### config.mk
export PLATFORM = sky130hd
export DESIGN_NAME = load_store_unit
export DESIGN_NICKNAME = d
export VERILOG_FILES = /design/src/rtl/load_store_unit.sv
export SDC_FILE = /design/constraint.sdc
export NUM_CORES = 1
export LEC_CHECK = 0
export CAP_MARGIN = 25
export CORE_MARGIN = 5
export CORE_UTILIZATION = 45
export CTS_BUF_LIST = sky130_fd_sc_hd__clkbuf_8 sky130_fd_sc_hd__clkbuf_16
export DETAILED_ROUTE_END_ITERATION = 10
export HOLD_SLACK_MARGIN = 0.1
export PLACE_DENSITY = 0.8
export SLEW_MARGIN = 20
export SYNTH_ARGS = -nofsm -noshare
export SYNTH_HDL_FRONTEND = slang
export SYNTH_SLANG_ARGS = --single-unit
### constraint.sdc
create_clock -name clock -period 6.5 [get_ports clock]
set_input_delay 1.3 -clock clock [delete_from_list [all_inputs] [get_ports clock]]
set_output_delay 1.3 -clock clock [all_outputs]
set_load 0.02 [all_outputs]
### src/rtl/load_store_unit.sv
// load_store_unit: lb/lh/lw/lbu/lhu/sb/sh/sw sequencer in front of a word-wide memory.
// Define LSU_MISALIGN_TRAP_EN to trap misaligned or illegal-funct3 accesses via oFault.
module load_store_unit (
  input  logic        clock,
  input  logic        reset,
  input  logic        iReq,
  input  logic        iWrite,
  input  logic [2:0]  iFunct3,
  input  logic [31:0] iAddress,
  input  logic [31:0] iData,
  output logic        oReady,
  output logic        oDone,
  output logic [31:0] oData,
  output logic        oFault,
  output logic [31:0] oMemAddress,
  output logic [31:0] oMemData,
  output logic        oMemWrite,
  output logic        oMemRead,
  input  logic [31:0] iMemData
);

  typedef enum logic [2:0] {S_IDLE, S_LOAD, S_RMW_RD, S_WRITE, S_DONE} state_t;

  state_t      r_state;
  state_t      w_state_next;
  logic [2:0]  r_funct3;
  logic [31:0] r_addr;
  logic [31:0] r_wdata;
  logic [31:0] r_data;

  logic        w_in_sub;
  logic        w_in_fault;
  logic        w_byte;
  logic        w_half;
  logic [7:0]  w_byte_lane;
  logic [15:0] w_half_lane;
  logic [31:0] w_load_val;
  logic [31:0] w_merged;

  // funct3 011/110/111 have bit 1 set, so they fall into the word path
  assign w_in_sub = ~iFunct3[1];
  assign w_byte   = (r_funct3[1:0] == 2'b00);
  assign w_half   = (r_funct3[1:0] == 2'b01);

`ifdef LSU_MISALIGN_TRAP_EN
  logic r_fault;

  assign w_in_fault = (iFunct3 == 3'b011) || (iFunct3 == 3'b110) || (iFunct3 == 3'b111) ||
                      ((iFunct3[1:0] == 2'b01) && iAddress[0]) ||
                      ((iFunct3[1:0] == 2'b10) && (iAddress[1:0] != 2'b00));

  always_ff @(posedge clock or posedge reset) begin
    if (reset)
      r_fault <= 1'b0;
    else if (r_state == S_IDLE && iReq)
      r_fault <= w_in_fault;
  end

  assign oFault = (r_state == S_DONE) && r_fault;
`else
  assign w_in_fault = 1'b0;
  assign oFault     = 1'b0;
`endif

  always_ff @(posedge clock or posedge reset) begin
    if (reset)
      r_state <= S_IDLE;
    else
      r_state <= w_state_next;
  end

  always_comb begin
    w_state_next = r_state;
    case (r_state)
      S_IDLE: begin
        if (iReq) begin
          if (w_in_fault)
            w_state_next = S_DONE;
          else if (!iWrite)
            w_state_next = S_LOAD;
          else if (w_in_sub)
            w_state_next = S_RMW_RD;
          else
            w_state_next = S_WRITE;
        end
      end
      S_LOAD:   w_state_next = S_DONE;
      S_RMW_RD: w_state_next = S_WRITE;
      S_WRITE:  w_state_next = S_DONE;
      S_DONE:   w_state_next = S_IDLE;
      default:  w_state_next = S_IDLE;
    endcase
  end

  always_comb begin
    w_byte_lane = iMemData[{r_addr[1:0], 3'b000} +: 8];
    w_half_lane = iMemData[{r_addr[1], 4'b0000} +: 16];
    if (w_byte)
      w_load_val = r_funct3[2] ? {24'b0, w_byte_lane} : {{24{w_byte_lane[7]}}, w_byte_lane};
    else if (w_half)
      w_load_val = r_funct3[2] ? {16'b0, w_half_lane} : {{16{w_half_lane[15]}}, w_half_lane};
    else
      w_load_val = iMemData;
  end

  // r_wdata still holds the store data while in RMW_RD; it is replaced by the merged word
  always_comb begin
    w_merged = iMemData;
    if (w_byte)
      w_merged[{r_addr[1:0], 3'b000} +: 8] = r_wdata[7:0];
    else if (w_half)
      w_merged[{r_addr[1], 4'b0000} +: 16] = r_wdata[15:0];
  end

  always_ff @(posedge clock or posedge reset) begin
    if (reset) begin
      r_funct3 <= 3'b000;
      r_addr   <= 32'b0;
      r_wdata  <= 32'b0;
      r_data   <= 32'b0;
    end else begin
      case (r_state)
        S_IDLE: begin
          if (iReq) begin
            r_funct3 <= iFunct3;
            r_addr   <= iAddress;
            r_wdata  <= iData;
          end
        end
        S_LOAD:   r_data  <= w_load_val;
        S_RMW_RD: r_wdata <= w_merged;
        default: ;
      endcase
    end
  end

  always_comb begin
    oReady      = 1'b0;
    oDone       = 1'b0;
    oMemRead    = 1'b0;
    oMemWrite   = 1'b0;
    oMemAddress = 32'b0;
    oMemData    = 32'b0;
    case (r_state)
      S_IDLE: oReady = 1'b1;
      S_LOAD, S_RMW_RD: begin
        oMemRead    = 1'b1;
        oMemAddress = {r_addr[31:2], 2'b00};
      end
      S_WRITE: begin
        oMemWrite   = 1'b1;
        oMemAddress = {r_addr[31:2], 2'b00};
        oMemData    = r_wdata;
      end
      S_DONE:  oDone = 1'b1;
      default: ;
    endcase
  end

  assign oData = r_data;

endmodule

== Word-level counts from Yosys, hierarchy flattened ==
Index checks and enable logic that the tools add are counted.
W data, S select, Z words.

* Bits in registers: 102
* Input bits: 103
* Output and inout bits: 101

* Add/sub/neg operators: 2
* Eq/ne operators: 6
* Shift operators: 6
* Multiplexer cells: 20
* Reductions and logical operators: 8

{| class="wikitable"
|+ Operators by type and width
! operator !! count
|-
| $mux W32 || 9
|-
| $bwmux W32 || 2
|-
| $pmux W32 S2 || 1
|-
| $shift A16 B7 Y32 const A || 1
|-
| $shift A8 B7 Y32 const A || 1
|-
| $shiftx A16 B7 Y32 || 1
|-
| $shiftx A32 B6 Y16 || 1
|-
| $shiftx A32 B6 Y8 || 1
|-
| $shiftx A8 B7 Y32 || 1
|-
| $neg A5 Y7 || 2
|-
| $pmux W3 S3 || 1
|-
| $eq A3 B2 Y1 const B || 2
|-
| $mux W1 || 5
|-
| $reduce_and A2 Y1 || 2
|-
| $reduce_or A2 Y1 || 2
|-
| $eq A3 B1 Y1 const B || 1
|-
| $eq A3 B3 Y1 const B || 1
|-
| $logic_not A3 Y1 || 1
|-
| $mux W3 || 1
|-
| $reduce_or A3 Y1 || 1
|-
| $eq A2 B1 Y1 const B || 1
|-
| $logic_not A2 Y1 || 1
|-
| $mux W2 || 1
|-
| $ne A2 B2 Y1 const B || 1
|-
| $reduce_bool A2 Y1 || 1
|}

== Longest topological paths before layout ==
Gate-level depths: netlist (run 1).

* Word-level depth: 6
* Mapped depth: 8
* Gate-level depth less buffers: 6

== Least setup slack after synthesis (run 1) ==
Ideal clock, no wire load.

* Kind: register -> output
* Start point: register r_state[0]
* End point: output oMemRead
* Arrival time: 1544 ps
* Required time: 5200 ps
* Path slack: 3656 ps
* Stages on the path, launching flop included: 7
* Buffers on the path: 4
* Cell sequence: dfrtp_1 buf_6 or3b_1 buf_6 buf_2 clkbuf_1 nand2_1

* Longest elaborated chain between the ends: 3
* Elaborated cells on any way between the ends: 4
* Classes of those cells: eq/ne: 2; mux: 1; reduce/logical: 1

{| class="wikitable"
|+ Ends and longest elaborated chain
! what !! RTL line !! RTL
|-
| from (decl) || 24 || <nowiki>state_t r_state;</nowiki>
|-
| from (signal assigned) || 69 || <nowiki>r_state <= w_state_next;</nowiki>
|-
| $eq A3 B1 Y1 / $eq A3 B2 Y1 (equally long branches) || 144 || <nowiki>case (r_state)</nowiki>
|-
| $reduce_or A2 Y1 * || n/a ||
|-
| $mux W1 * || 144 ||
|-
| to (decl) || 18 || <nowiki>output logic oMemRead,</nowiki>
|}

Every way passes the cells marked *; elsewhere a longest branch is shown, timed or not.

== Worst setup path in the final report (run 1) ==
Ends and elaborated chain as after synthesis.

==> metrics.md, run 1 <==
| Metric | Value |
|---|---|
| Post-Syn Area | `5690 sq um` |
| I/O pins | `204` |
| Required time of the critical path | `5.20 ns` |
| Warnings from Yosys | `0` |
| Port Buffers | `200` |
| Cts bufs inserted | `9` |
| First-pass GRT wire length | `31200 microns` |
| Cts hold-fix bufs | `0` |
| Skew-Pair Late Insertion Delay | `0.35 ns` |
| Chip Width | `122 microns` |
| CP arrival | `2.52 ns` |
| # Post-CTS Setup Buffers | `0` |
| Crit Path Max Fanout | `20` |
| P_leak | `3.66 nW` |
| Post-place setup slack | `2.90 ns` |
| Die H | `122 microns` |
| First-pass iteration count of the detailed router | `5` |
| Clock Skew | `0.00798 ns` |
| Post-synthesis sequential area ratio | `44.8%` |
| Achievable clock frequency | `262 MHz` |
| Clock Tree Buf Depth | `2` |
| Clock period minus worst slack | `3.82 ns` |
| Initial antenna violation count | `0` |
| Routed WL | `19700 microns` |
| PD cells | `501 nW/um^2` |
| Clock transition at path regs | `0.07 ns` |
| Layout Nets | `916` |
| Setup TNS | `0 ns` |
| Final HPWL DP | `14600 microns` |
| Post-synth EDFFs | `0` |
| Avg WL per Cell | `20.0 microns` |
| H-tree depth | `3` |
| Vias/cell | `5.76` |
| Worst setup slack after layout | `2.68 ns` |
| Clk root buf | `clkbuf_16` |
| Worst vdd ir | `0.254 mV` |
| Final period util | `58.8%` |
| Post-synthesis cell type count | `50` |
| Rows | `41` |
| Gr usage total | `26.7%` |
| Final antenna-violating net count | `0` |
| Final Setup Violations | `0` |
| Max Slew Vio Count | `0` |
| Critical path startpoint category | `register` |
| DP Area | `7750 sq um` |
| Avg Cell Area, Syn | `8.88 sq um` |
| Initial cell density of the core | `45.5%` |
| Status | `finished clean` |
| Largest net degree at the start of global routing | `73` |
| Most used flip-flop cell after synthesis | `dfrtp_1` |
| Final instance area | `8090 sq um` |
| CTS Sinks | `102` |
| Hold Vio Cnt, Final | `0` |
| CTS tree | `built` |
| Vias in the first global route | `5773` |
| Initial DRC count | `468` |
| Filler Cell Count | `1039` |
| Total gr overflow | `0` |
| Setup CP Type | `register to output port` |
| Synthesis-to-layout area growth | `42.1%` |
| Min-delay worst type | `register to register` |
| DRC Markers | `0` |
| Worst-Margin Slew | `0.911 ns` |
| FF+latch count, synth | `102` |
| Asr flop ratio synth | `100%` |
| Die area | `15000 sq um` |
| CP Capture Type | `output port` |
| # diodes | `0` |
| Share of layout cells above drive strength 1 | `5.54%` |
| Routability-driven placement congestion ratio | `0.983` |
| Slew HR | `39.3%` |
| Vias | `5668` |
| Core Region | `12500 sq um` |
| Post-CTS sizing | `0` |
| MaxCap Viol Count | `0` |
| RSZ-0062 raised after global routing | `false` |
| Synthesized netlist cell count | `641` |
==> routing by layer <==
metal	vias to the layer above	GRT usage, %	routed length [microns]
met2	345	41.4	9100
li1	2576	-	-
met4	0	9.94	640
met3	53	9.91	2390
met5	-	0	0
met1	2694	34.2	7590
==> placed cells by master (no fill, tap or decap), types with 8 or more instances in the layout <==
master           Yosys  routed
nor2b_1              8       8
dfrtp_1            102     102
o22ai_1              8       8
and2_1              32      32
a21oi_1             32      32
o211ai_1             8       8
a311oi_1             8       8
nand2_1            149     149
nand3_1             43      43
clkbuf_16            0       9
o21ai_0             23      23
a31oi_1             10      10
mux2i_1             15      15
a21o_1              16      16
nor2_1              21      21
a22oi_1             16      16
and3_1              32      32
mux4_2               8       8
clkdlybuf4s50_1      0     200
==> synthesized netlist by cell type (2+ instances only) <==
master,count,share of area [%]
a21o_1,16,2.1
a21oi_1,32,2.8
a22oi_1,16,2.1
a311oi_1,8,1.2
a31oi_1,10,1.1
and2_1,32,3.5
and3_1,32,3.5
and3b_1,2,0.31
buf_1,2,0.13
buf_2,17,1.5
buf_4,6,0.79
buf_6,2,0.40
clkbuf_1,28,1.8
dfrtp_1,102,45
ha_1,5,1.1
inv_1,3,0.20
mux2i_1,15,2.6
mux4_2,8,3.2
nand2_1,149,9.8
nand2b_1,2,0.22
nand3_1,43,3.8
nor2_1,21,1.4
nor2_2,2,0.22
nor2b_1,8,0.88
nor3_1,4,0.35
nor3b_1,2,0.26
nor4bb_1,2,0.35
o211ai_1,8,1.1
o21a_1,7,0.92
o21ai_0,23,2.0
o22a_1,7,1.1
o22ai_1,8,0.88
or3b_1,2,0.31
==> critical path, cell delays in order, from the launching register on <==
cell and delay (ns):
dfrtp_1 0.54, or3b_1 0.68, buf_8 0.28, nand2_1 0.07, clkdlybuf4s50_1 0.59
==> layout make-up <==
type | instances | area (sq um) | area share (%)
Timing Repair Buffer | 209 | 2100 | 25.9
Inverter | 3 | 13.8 | 0.170
Clock inverter | 6 | 110 | 1.36
Clock buffer | 9 | 225 | 2.78
Tap cell | 172 | 215 | 2.66
Multi-Input combinational cell | 483 | 2880 | 35.6
Sequential cell | 102 | 2550 | 31.5
==> sequential cells by signal (all words and copies together), names as in the netlist <==
register and flops:
r_addr 32, r_funct3 3, oData 32, r_state 3, r_wdata 32
==> metrics by stage <==
stage / util, % / hold WS, ns / std cells / power (W)
final: 64.6 / 0.470 / 984 / 0.00406
after global routing: 64.6 / 0.501 / 984 / 0.00431
after CTS: 64.6 / 0.472 / 984 / 0.00404
after detailed placement: 61.9 / 0.457 / 969 / 0.00341
after global placement: 61.6 / 0.452 / 967 / 0.00330
after floorplan: - / 0.437 / 643 / 0.00257
==> power by group <==
group	switching, W	total (W)	internal [W]
Combinational	0.00124	0.00219	0.000956
Clock	0.000242	0.000616	0.000374
Sequential	0.000293	0.00125	0.000954
==> cells by family (layout without fill, tap and decap cells) <==
| kind of cell | Yosys count | after routing | synth area share (%) |
|---|---|---|---|
| other cells | 1 | 3 | 0.0659 |
| compound gates | 143 | 143 | 16.9 |
| flops | 102 | 102 | 44.8 |
| mux | 24 | 24 | 6.00 |
| buf+inv | 58 | 227 | 4.86 |
| simple gates | 308 | 308 | 26.2 |
| fa+ha+maj | 5 | 5 | 1.10 |
==> final timing paths <==
check | startpoint | endpoint | slack [ns] | cells after the start
min in group asynchronous | reset | r_addr[21]$_DFFE_PP0P_ | 1.29 | 2
max in group asynchronous | reset | r_wdata[13]$_DFFE_PP0P_ | 3.93 | 3
max | r_state[0]$_DFFE_PP0P_ | oMemRead | 2.68 | 4
min | r_addr[4]$_DFFE_PP0P_ | r_addr[4]$_DFFE_PP0P_ | 0.47 | 2
min reg2reg | r_addr[4]$_DFFE_PP0P_ | r_addr[4]$_DFFE_PP0P_ | 0.47 | 2
max reg2reg | r_funct3[1]$_DFFE_PP0P_ | r_wdata[6]$_DFFE_PP0P_ | 3.68 | 4
Power figures use the tool's default switching activity.
==> run 2, diff against run 1 <==
CORE_UTILIZATION = 41   (was 45)
PLACE_DENSITY = 0.77   (was 0.8)
clock period = 3.2 ns   (was 6.5 ns; I/O delays follow)
==> run 2 against run 1 <==
Net effect:
- via count decreased by 0.23%
- cell area grew 0.43%
- clock skew fell by 0.0015 ns
- first-iteration DRC count up 53%
- critical path depth grew 2
- hold slack lost 0.0039 ns
- sequential power grew 100%
- setup slack lost 2.4 ns
- power up 100%
- clock power is 92% higher
- largest cell class unchanged
- highest routed layer unchanged
==> metrics.md, run 2 (same netlist as run 1, synthesis figures left out) <==
| Metric | Value |
|---|---|
| Skew-Pair Late Insertion Delay | `0.35 ns` |
| Final HPWL DP | `14800 microns` |
| Chip Width | `128 microns` |
| Final Setup Violations | `0` |
| CP arrival | `2.29 ns` |
| Share of layout cells above drive strength 1 | `6.57%` |
| CTS Sinks | `102` |
| First-pass GRT wire length | `31100 microns` |
| Worst r2r src | `r_addr[0]$_DFFE_PP0P_` |
| Cts bufs inserted | `9` |
| Vias | `5655` |
| First-pass iteration count of the detailed router | `5` |
| Clk root buf | `clkbuf_16` |
| Clock period minus worst slack | `2.93 ns` |
| CTS tree | `built` |
| Port Buffers | `200` |
| Required time of the critical path | `2.56 ns` |
| RSZ-0062 raised after global routing | `false` |
| Post-CTS sizing | `0` |
| Clock Skew | `0.00643 ns` |
| Min-delay worst type | `register to register` |
| Final period util | `91.6%` |
| I/O pins | `204` |
| Internal reg-to-reg setup slack | `0.79 ns` |
| Slowest cell delay on critical path | `0.62 ns` |
| Worst reg2reg path depth | `7` |
| Commonest non-fill, non-tap cell in the layout | `clkdlybuf4s50_1` |
| Initial DRC count | `718` |
| Largest net degree at the start of global routing | `73` |
| Gr usage total | `24.2%` |
| Setup TNS | `0 ns` |
| Buf/Inv on CP | `3` |
| Rows | `43` |
| Worst hold slack | `0.466 ns` |
| Vias/cell | `5.64` |
| Slew HR | `46.1%` |
| Die H | `128 microns` |
| Most frequent cells in the layout | `clkdlybuf4s50_1, nand2_1, dfrtp_1` |
| Final antenna-violating net count | `0` |
| Critical path startpoint category | `register` |
| Worst-Margin Slew | `0.808 ns` |
| # diodes | `0` |
| Core Region | `13800 sq um` |
| P_leak | `3.69 nW` |
| Initial cell density of the core | `41.3%` |
| Hold path startpoint | `r_addr[27]$_DFFE_PP0P_` |
| Crit-path slowest cell | `clkdlybuf4s50_1` |
| Vias in the first global route | `5561` |
| Hold Vio Cnt, Final | `0` |
| Synthesis-to-layout area growth | `42.7%` |
| Post-placement cell count | `986` |
| DRC Markers | `0` |
| Setup CP Type | `register to output port` |
| Cts hold-fix bufs | `0` |
| MaxCap Viol Count | `0` |
| Filler Cell Count | `1217` |
| Avg WL per Cell | `20.0 microns` |
| Status | `finished clean` |
| Max Slew Vio Count | `0` |
| Achievable clock frequency | `341 MHz` |
| Non-filler cells, final | `1002` |
| CP Capture Type | `output port` |
| Reg2reg end | `r_wdata[29]$_DFFE_PP0P_` |
| Total power | `0.00816 W` |
| Clock Tree Buf Depth | `2` |
| WHS Endpoint | `r_addr[27]$_DFFE_PP0P_` |
| Routability-driven placement congestion ratio | `0.921` |
| PD cells | `1000 nW/um^2` |
| Routed WL | `20000 microns` |
| Layout Nets | `925` |
| # Post-CTS Setup Buffers | `0` |
| Worst vdd ir | `0.481 mV` |
| H-tree depth | `3` |
| Kind of cell adding the most delay to the critical path | `buffers and inverters` |
| Crit Path Max Fanout | `30` |
| Initial antenna violation count | `0` |
| Cells along the critical path | `buf_4 > nor2_1 > nor2_1 > buf_4 > and2_1 > clkdlybuf4s50_1` |
| Total gr overflow | `0` |
| Die area | `16300 sq um` |
| Clock transition at path regs | `0.07 ns` |
| Worst hold stages | `2` |
## run 2: area by class of cell
cell class / instances / area, sq um / area share, %
clock inverter: 7 / 87.6 / 1.08
timing repair buffer: 218 / 2150 / 26.5
sequential: 102 / 2550 / 31.4
clock buffer: 9 / 225 / 2.77
multi-input combinational: 483 / 2870 / 35.3
inverter: 3 / 15.0 / 0.185
tap: 180 / 225 / 2.77
## run 2: where the power goes
part	internal (W)	switching (W)	total, W
clock	0.000682	0.000496	0.00118
sequential	0.00194	0.000571	0.00251
combinational	0.00196	0.00251	0.00447
total	0.00458	0.00358	0.00816
## run 2: routing by layer
layer	share of wire (%)	global-route usage (%)
met3	11	7.42
met5	0	0
met1	40	31.9
met4	2.4	8.11
met2	46	38.2
## run 2: worst reg2reg max path, delay by kind of cell (launching register included)
kind | cells | cell delay (ns)
buffers and inverters | 2 | 0.42
adders and majority gates | 1 | 0.39
DFF | 1 | 0.78
and+or+nand+nor | 1 | 0.30
AOI/OAI and AO/OA | 3 | 0.45
## run 2: worst max path at each step
stage	start	endpoint	slack [ns]	cells after the start
after floorplan	r_state[0]$_DFFE_PP0P_	oMemRead	1.02	6
after global routing	r_state[1]$_DFFE_PP0P_	oMemAddress[25]	0.14	6
after detailed placement	iReq	r_wdata[14]$_DFFE_PP0P_	0.46	5
after CTS	r_state[1]$_DFFE_PP0P_	oMemAddress[25]	0.27	6
after global placement	iReq	r_wdata[11]$_DFFE_PP0P_	0.50	5
final	r_state[1]$_DFFE_PP0P_	oMemAddress[2]	0.27	6
## run 2: metrics by stage
step / worst slack (ns) / util (%) / cell area, sq um
2_1_floorplan: 1.02 / - / 5700
3_3_place_gp: 0.505 / 56.7 / 7810
3_5_place_dp: 0.460 / 56.7 / 7810
4_1_cts: 0.269 / 59.0 / 8130
5_1_grt: 0.136 / 59.0 / 8130
6_report: 0.270 / 59.0 / 8130
==> run 3, diff against run 2 <==
TNS_END_PERCENT = 5   (was not set)
clock period = 2.5 ns   (was 3.2 ns; I/O delays follow)
==> run 3 against run 2 <==
Net effect:
- utilization up 0.40 points
- register-to-register slack worse by 0.49 ns
- sequential cell count did not move
- power increased by 26%
- critical path type unchanged
- sequential power is 25% higher
- die area unchanged
- largest power group unchanged
==> metrics.md, run 3 (same netlist as run 1, synthesis figures left out) <==
| Metric | Value |
|---|---|
| Clock period minus worst slack | `2.40 ns` |
| # Post-CTS Setup Buffers | `0` |
| Kind of cell adding the most delay to the critical path | `buffers and inverters` |
| Gr usage total | `24.8%` |
| Most frequent cells in the layout | `nand2_1, clkdlybuf4s50_1, dfrtp_1` |
| Worst reg2reg path depth | `5` |
| DRC Markers | `0` |
| Reg2reg end | `r_wdata[3]$_DFFE_PP0P_` |
| Post-CTS sizing | `61` |
| Final Util | `59.4%` |
| RSZ-0062 raised after global routing | `false` |
| Largest net degree at the start of global routing | `103` |
| H-tree depth | `3` |
| Commonest non-fill, non-tap cell in the layout | `nand2_1` |
| I/O pins | `204` |
| Initial cell density of the core | `41.3%` |
| Skew-Pair Late Insertion Delay | `0.36 ns` |
| Initial DRC count | `549` |
| Filler Cell Count | `1262` |
| Die H | `128 microns` |
| First-pass GRT wire length | `32000 microns` |
| Clock transition at path regs | `0.07 ns` |
| Worst r2r src | `r_state[0]$_DFFE_PP0P_` |
| CP Capture Type | `output port` |
| Final antenna-violating net count | `0` |
| Cts bufs inserted | `9` |
| Multi-input combinational cell area | `2870 sq um` |
| Vias | `5728` |
| Clock Tree Buf Depth | `2` |
| Die area | `16300 sq um` |
| Setup CP Type | `register to output port` |
| Initial antenna violation count | `0` |
| Final period util | `95.9%` |
| Max Slew Vio Count | `0` |
| Core Region | `13800 sq um` |
| Rows | `43` |
| Slew HR | `34.4%` |
| Cells along the critical path | `buf_4 > nor3_1 > clkdlybuf4s50_1` |
| Cts hold-fix bufs | `0` |
| Synthesis-to-layout area growth | `43.7%` |
| CTS tree | `built` |
| First-pass iteration count of the detailed router | `6` |
| Port Buffers | `200` |
| Vias in the first global route | `5916` |
| Hold path startpoint | `r_addr[3]$_DFFE_PP0P_` |
| Vias/cell | `5.64` |
| Worst-Margin Slew | `0.982 ns` |
| Post-placement cell count | `999` |
| Min-delay worst type | `register to register` |
| Crit-path slowest cell | `clkdlybuf4s50_1` |
| Status | `finished clean` |
| # diodes | `0` |
| Required time of the critical path | `2.00 ns` |
| PD cells | `1260 nW/um^2` |
| Worst hold stages | `2` |
| Share of layout cells above drive strength 1 | `8.26%` |
| Clk root buf | `clkbuf_16` |
| Routability-driven placement congestion ratio | `0.899` |
| Hold Vio Cnt, Final | `0` |
| MaxCap Viol Count | `0` |
| Worst vdd ir | `0.570 mV` |
| Layout Nets | `938` |
| Clock Skew | `0.0107 ns` |
| Achievable clock frequency | `417 MHz` |
| Avg WL per Cell | `20.1 microns` |
| Final Setup Violations | `0` |
| Worst hold slack | `0.470 ns` |
| Reg area | `2550 sq um` |
| Routed WL | `20400 microns` |
| Chip Width | `128 microns` |
| Non-filler cells, final | `1015` |
| Crit Path Max Fanout | `29` |
| CTS Sinks | `102` |
| Critical path startpoint category | `register` |
| Buf/Inv on CP | `2` |
| Final HPWL DP | `15100 microns` |
| Internal reg-to-reg setup slack | `0.30 ns` |
| Slowest cell delay on critical path | `0.64 ns` |
| WHS Endpoint | `r_addr[3]$_DFFE_PP0P_` |
| CP arrival | `1.90 ns` |
| P_leak | `4.11 nW` |
| Total gr overflow | `0` |
==> run 3: how the worst max path moves through the flow <==
stage / startpoint / depth (start not counted) / slack [ns] / to
after detailed placement: iReq / 5 / 0.06 / r_wdata[3]$_DFFE_PP0P_
after floorplan: r_addr[0]$_DFFE_PP0P_ / 8 / 0.42 / r_wdata[26]$_DFFE_PP0P_
final: r_state[1]$_DFFE_PP0P_ / 3 / 0.10 / oReady
after global routing: r_state[2]$_DFFE_PP0P_ / 5 / 0.02 / oMemAddress[12]
after CTS: r_state[0]$_DFFE_PP0P_ / 4 / -0.08 / oMemData[22]
after global placement: iReq / 5 / 0.14 / r_wdata[16]$_DFFE_PP0P_
==> run 3: power breakdown <==
| group | internal [W] | switching [W] | leakage, nW |
|---|---|---|---|
| logic | 0.00237 | 0.00332 | 2.74 |
| clock network | 0.000780 | 0.000658 | 0.147 |
| registers | 0.00249 | 0.000650 | 1.23 |
==> run 3: worst register-to-register path, cell delays in order (launching register included) <==
cell and delay (ns):
dfrtp_2 0.46, or3b_1 0.42, buf_4 0.29, o21ai_4 0.58, a21oi_1 0.17, a31oi_1 0.20
==> run 3: cell type report <==
class	instances	area share, %
Clock buffer	9	2.75
Sequential cell	102	31.2
Multi-Input combinational cell	483	35.1
Tap cell	180	2.75
Clock inverter	7	0.933
Inverter	3	0.184
Timing Repair Buffer	231	27.1
==> run 3: routing by layer <==
layer,part of all wire [%],track usage [%]
met2,46,38.4
met1,41,32.8
met4,3.0,10.4
met3,10,7.04
met5,0,0
==> run 3: through the flow <==
step	setup TNS (ns)	total power [W]	worst slack [ns]	instance area, sq um
2_1_floorplan	0	0.00669	0.420	5700
3_3_place_gp	0	0.00881	0.141	7920
3_5_place_dp	0	0.00902	0.0606	7920
4_1_cts	-0.0781	0.0103	-0.0781	8160
5_1_grt	0	0.0110	0.0227	8180
6_report	0	0.0103	0.104	8180
